### config.mk
export PLATFORM = sky130hd
export DESIGN_NAME = aclk_keyfsm
export DESIGN_NICKNAME = d
export VERILOG_FILES = /design/src/rtl/aclk_keyfsm.sv
export SDC_FILE = /design/constraint.sdc
export NUM_CORES = 1
export LEC_CHECK = 0
export CORE_MARGIN = 2
export CORE_UTILIZATION = 40
export CTS_CLUSTER_DIAMETER = 60
export CTS_CLUSTER_SIZE = 24
export DETAILED_ROUTE_END_ITERATION = 16
export RECOVER_POWER = 50
export SYNTH_ARGS = -nofsm -noshare
export SYNTH_HDL_FRONTEND = slang
export SYNTH_SLANG_ARGS = --single-unit
### constraint.sdc
create_clock -name clock -period 2.2 [get_ports clock]
set_clock_uncertainty 0.2 [all_clocks]
set_input_delay 0.44 -clock clock [delete_from_list [all_inputs] [get_ports clock]]
set_output_delay 0.44 -clock clock [all_outputs]
set_load 0.01 [all_outputs]
### src/rtl/aclk_keyfsm.sv
`default_nettype none
// ============================================================================
// Module      : aclk_keyfsm
// Description : Alarm-clock keypad front-end. Filters the raw key code,
//               emits one shift per accepted digit, times out abandoned
//               entries and decodes the ALARM/TIME buttons. Define
//               ACLK_KEYFSM_DEBOUNCE_EN for the multi-sample debounce filter.
// Revision    : 1.0 - initial release
// ============================================================================
module aclk_keyfsm #(
    parameter int DEBOUNCE_CYCLES = 4,
    parameter int TIMEOUT_SEC     = 10
) (
    input  logic       clock,
    input  logic       reset,
    input  logic       one_second,
    input  logic [3:0] key,
    input  logic       alarm_button,
    input  logic       time_button,
    output logic [3:0] key_out,
    output logic       shift,
    output logic       load_new_a,
    output logic       load_new_c,
    output logic       show_new_time,
    output logic       show_alarm
);

    localparam logic [3:0] C_NOKEY   = 4'hA;
    localparam logic [7:0] C_TIMEOUT = 8'(TIMEOUT_SEC);
`ifdef ACLK_KEYFSM_DEBOUNCE_EN
    localparam logic [7:0] C_DEPTH   = 8'(DEBOUNCE_CYCLES);
`else
    // A depth of one reduces the filter to a single register stage.
    localparam logic [7:0] C_DEPTH   = 8'd1;
`endif

    typedef enum logic [2:0] {
        SHOW_TIME        = 3'd0,
        KEY_STORED       = 3'd1,
        KEY_WAITED       = 3'd2,
        KEY_ENTRY        = 3'd3,
        SHOW_ALARM       = 3'd4,
        SET_ALARM_TIME   = 3'd5,
        SET_CURRENT_TIME = 3'd6
    } state_t;

    state_t     r_state;
    state_t     w_state_next;
    logic [3:0] w_key_norm;
    logic [3:0] r_key_last;
    logic [7:0] r_stable_cnt;
    logic [7:0] w_stable_next;
    logic [3:0] r_key_db;
    logic [3:0] r_key_db_prev;
    logic [7:0] r_tcnt;
    logic       w_press;
    logic       w_timeout;
    logic [3:0] r_key_out;
    logic       r_shift;
    logic       r_load_new_a;
    logic       r_load_new_c;
    logic       r_show_new_time;
    logic       r_show_alarm;

    // Codes B..F collapse onto NOKEY so the filter sees only digits or NOKEY.
    assign w_key_norm = (key <= 4'd9) ? key : C_NOKEY;

    always_comb begin
        w_stable_next = 8'd1;
        if (w_key_norm == r_key_last) begin
            w_stable_next = (r_stable_cnt >= C_DEPTH) ? C_DEPTH : r_stable_cnt + 8'd1;
        end
    end

    always_ff @(posedge clock) begin
        if (reset) begin
            r_key_last    <= C_NOKEY;
            r_stable_cnt  <= 8'd0;
            r_key_db      <= C_NOKEY;
            r_key_db_prev <= C_NOKEY;
        end else begin
            r_key_last    <= w_key_norm;
            r_stable_cnt  <= w_stable_next;
            if (w_stable_next == C_DEPTH) begin
                r_key_db <= w_key_norm;
            end
            r_key_db_prev <= r_key_db;
        end
    end

    assign w_press   = (r_key_db <= 4'd9) && (r_key_db_prev == C_NOKEY);
    assign w_timeout = (r_tcnt == C_TIMEOUT);

    always_comb begin
        w_state_next = r_state;
        case (r_state)
            SHOW_TIME: begin
                if (alarm_button)  w_state_next = SHOW_ALARM;
                else if (w_press)  w_state_next = KEY_STORED;
            end
            KEY_STORED:            w_state_next = KEY_WAITED;
            KEY_WAITED: begin
                if (r_key_db == C_NOKEY) w_state_next = KEY_ENTRY;
                else if (w_timeout)      w_state_next = SHOW_TIME;
            end
            KEY_ENTRY: begin
                if (alarm_button)      w_state_next = SET_ALARM_TIME;
                else if (time_button)  w_state_next = SET_CURRENT_TIME;
                else if (w_press)      w_state_next = KEY_STORED;
                else if (w_timeout)    w_state_next = SHOW_TIME;
            end
            SHOW_ALARM: begin
                if (!alarm_button) w_state_next = SHOW_TIME;
            end
            SET_ALARM_TIME:        w_state_next = SHOW_TIME;
            SET_CURRENT_TIME:      w_state_next = SHOW_TIME;
            default:               w_state_next = SHOW_TIME;
        endcase
    end

    // Inactivity counter saturates rather than wrapping.
    always_ff @(posedge clock) begin
        if (reset) begin
            r_tcnt <= 8'd0;
        end else if (r_state == KEY_WAITED || r_state == KEY_ENTRY) begin
            if (one_second && r_tcnt != 8'hFF) begin
                r_tcnt <= r_tcnt + 8'd1;
            end
        end else begin
            r_tcnt <= 8'd0;
        end
    end

    // Outputs are decoded from the next state so they align with the state.
    always_ff @(posedge clock) begin
        if (reset) begin
            r_state         <= SHOW_TIME;
            r_key_out       <= 4'd0;
            r_shift         <= 1'b0;
            r_load_new_a    <= 1'b0;
            r_load_new_c    <= 1'b0;
            r_show_new_time <= 1'b0;
            r_show_alarm    <= 1'b0;
        end else begin
            r_state <= w_state_next;
            if (w_state_next == KEY_STORED) begin
                r_key_out <= r_key_db;
            end
            r_shift         <= (w_state_next == KEY_STORED);
            r_load_new_a    <= (w_state_next == SET_ALARM_TIME);
            r_load_new_c    <= (w_state_next == SET_CURRENT_TIME);
            r_show_new_time <= (w_state_next == KEY_STORED) ||
                               (w_state_next == KEY_WAITED) ||
                               (w_state_next == KEY_ENTRY);
            r_show_alarm    <= (w_state_next == SHOW_ALARM);
        end
    end

    assign key_out       = r_key_out;
    assign shift         = r_shift;
    assign load_new_a    = r_load_new_a;
    assign load_new_c    = r_load_new_c;
    assign show_new_time = r_show_new_time;
    assign show_alarm    = r_show_alarm;

endmodule
`default_nettype wire

==> impl_results.md <==
- CTS Sinks: 40
- Ys flop type: dfxtp_1
- Netlist cell types: 43
- DRT Pass-1 Iters: 4
- Via Count: between 1,000 and 1,500
- CTS tree: done
- Area after DPL: approximately 0.0019 sq mm
- Fin Hold WS: approximately 290 ps
- Post-synth ARST share: 0%
- P_leak: just under 0.8 nW
- # diodes: 0
- Max Fclk: around 0.46 GHz
- Cells after DPL: 246
- WL/cell: 12.2 um
- Synth top area share: approximately half
- Total die area: 0.00469 sq mm
- Commonest cells after routing, fill and taps aside: dfxtp_1, nor2_1, inv_1, clkdlybuf4s50_1, dlygate4sd3_1
- VDD IR max: approximately 0.00036 V
- Die width: just under 70 um
- Cell Rows: 23
- Vias/cell: 4.90
- RD Place Congestion: between 0.8 and 0.9
- Clock transition at the registers of the reported paths: 80 ps
- Drt drc: 0
- First-iteration detailed-routing DRC count: 14
- PortBufs: 17
- Initial antenna violation count: 0
- Worst slack, placed: -278 ps
- IO Pins: 18
- Largest fanout on the critical path: 3
- Reg2reg setup slack: about 150 ps
- Max-cap viol count: 0
- Leading area contributor after synthesis: dfxtp_1
- Startpoint types: primary input
- CTS Root Cell: clkbuf_8
- Final period utilization: between 90% and 100%
- Ranking of synthesized cells by area: dfxtp_1, nor2_1, ha_1, xnor2_1, mux2_2
- Max stage delay on crit path: approximately 500 ps
- Yosys reg bits: 40
- YS warnings: 0
- Status: finished clean
- TritonCTS buffer count: 5
- Hold Path Class: reg -> reg
- Hpwl dp: ~2.4 mm
- Worst-path cell chain: clkdlybuf4s50_1, or4_1, o21ai_1, a221o_2, nand4_2, mux2_1
- Critical path's slowest cell: or4_1
- Initial core utilization: 41.6%
- Crit Path Class: in -> reg
- Pins Over Slew Limit: 0
- First-pass GRT wire length: ~5 mm
- Final Hold Vio Count: 0
- Final nets: 217
- H-tree Lvls: 2
- Critical path arrival: roughly 2200 ps
- Total GRT Usage: about 15%
- Cells after Synth: about 170
- Final Routed Wirelength: ~3.1 mm
- Largest net degree at the start of global routing: 13
- # hold bufs at CTS: 0
- Number of synthesized flops with an enable pin: 0
- GR Overflow Total: 0
- Remaining antenna violation count: 0
- Fraction of layout cells with a size suffix above 1: approximately 15%
- Final-report setup violation count: 0
- Synth Area per Inst: roughly 10 sq um
- Clock buffer depth: 2
- CP top delay family: simple AND/OR/NAND/NOR gates
- Final min period: between 2000 and 2500 ps
- Most common cell after layout, fill and taps aside: dfxtp_1
- Cell Pwr Density: ~700 mW/mm^2
- Critical path capture point type: flip-flop
- Register area share after synthesis: about 48%
- Non-Filler Instances: around 250
- Worst Path Buf+Inv: 1
- Die height: between 60 and 70 um
- Final WS setup: around 32 ps
- Area delta synth->final: 22.6%
- Insertion delay to the later sink of the worst-skew pair: 290 ps
- Finished layout cell area: around 0.0020 sq mm
- Vias in the first global route: around 1,100
- # fillers: about 370
- CP required: between 2000 and 2500 ps
- Core Area: roughly 0.004 sq mm
- Mapped Area: ~0.0017 sq mm
-- kinds of logic (layout without fill, tap and decap cells) --
logic type      Yosys count  in the layout  synth area share (%)
fa+ha+maj                 5              5                  3.76
mux                       8              8                  5.27
flops                    40             40                  48.2
other cells               1              5                 0.226
simple gates             73             73                  25.7
buf+inv                  12             40                  3.24
xor+xnor                 10             10                  5.27
compound gates           22             22                  8.43
-- metal layers --
metal / GRT usage (%) / part of all wire [%] / up-vias
met5: 0 / 0 / -
met4: 6.75 / 1.9 / 0
met3: 5.26 / 5.2 / 7
met2: 22.4 / 45 / 25
met1: 19.2 / 48 / 565
li1: - / - / 643
-- timing repair --
action	CTS	global route
resized for setup	0	5
setup buffers	0	0
setup endpoints to repair	0	5
-- path summary, 6_finish.rpt --
kind,startpoint,end,cells after the start
setup / recovery,alarm_button,key_out[2],6
hold / removal,key_out[3],key_out[3],2
setup reg to reg,r_tcnt[0],key_out[2],7
hold reg to reg,key_out[3],key_out[3],2
-- power by group --
part           leakage [nW]  switching [W]  internal (W)  total [W]
registers             0.328      0.0000228      0.000759   0.000782
logic                 0.428      0.0000906      0.000101   0.000191
clock network        0.0400       0.000248      0.000215   0.000463
-- registers in the layout (all words and copies together), names as in the netlist --
signal         cells
r_stable_cnt       8
r_tcnt             8
key_out            4
r_key_db           4
r_key_db_prev      4
r_key_last         4
r_state            3
load_new_a         1
load_new_c         1
shift              1
show_alarm         1
show_new_time      1
-- area by class of cell --
type                       instances  area [sq um]  area share, %
tap                               50          62.6           3.07
clock inverter                     2          12.5          0.614
multi-input combinational        123           835           40.9
inverter                           8          30.0           1.47
timing repair buffer              25           229           11.2
clock buffer                       5          68.8           3.38
sequential                        40           801           39.3
-- cell usage after synthesis (3+ instances only) --
| cell | count |
|---|---|
| o21ai_0 | 8 |
| nand3_1 | 4 |
| nand2b_1 | 7 |
| nor2_1 | 20 |
| and2b_2 | 3 |
| dfxtp_1 | 40 |
| mux2_2 | 4 |
| xor2_1 | 3 |
| a21oi_1 | 3 |
| ha_1 | 5 |
| inv_1 | 8 |
| a211oi_1 | 4 |
| nor3_1 | 5 |
| xnor2_1 | 7 |
| and2_1 | 5 |
| nand2_1 | 7 |
-- worst register-to-register path: stages, from the launching register on --
cell	delay [ps]
dfxtp_1	350
inv_1	70
ha_1	160
nor4b_2	240
a211oi_1	120
a221o_2	350
nand4_2	130
mux2_1	330
-- metrics by stage --
stage	total power, W	utilization, %	setup TNS (ps)
2_1_floorplan	0.000909	-	0
3_3_place_gp	0.000988	48.7	-1930
3_5_place_dp	0.000994	48.7	-2400
4_1_cts	0.00146	50.7	0
5_1_grt	0.00151	51.0	-15.5
6_report	0.00144	51.0	0
Note: power is estimated with default switching activity, not from simulation.
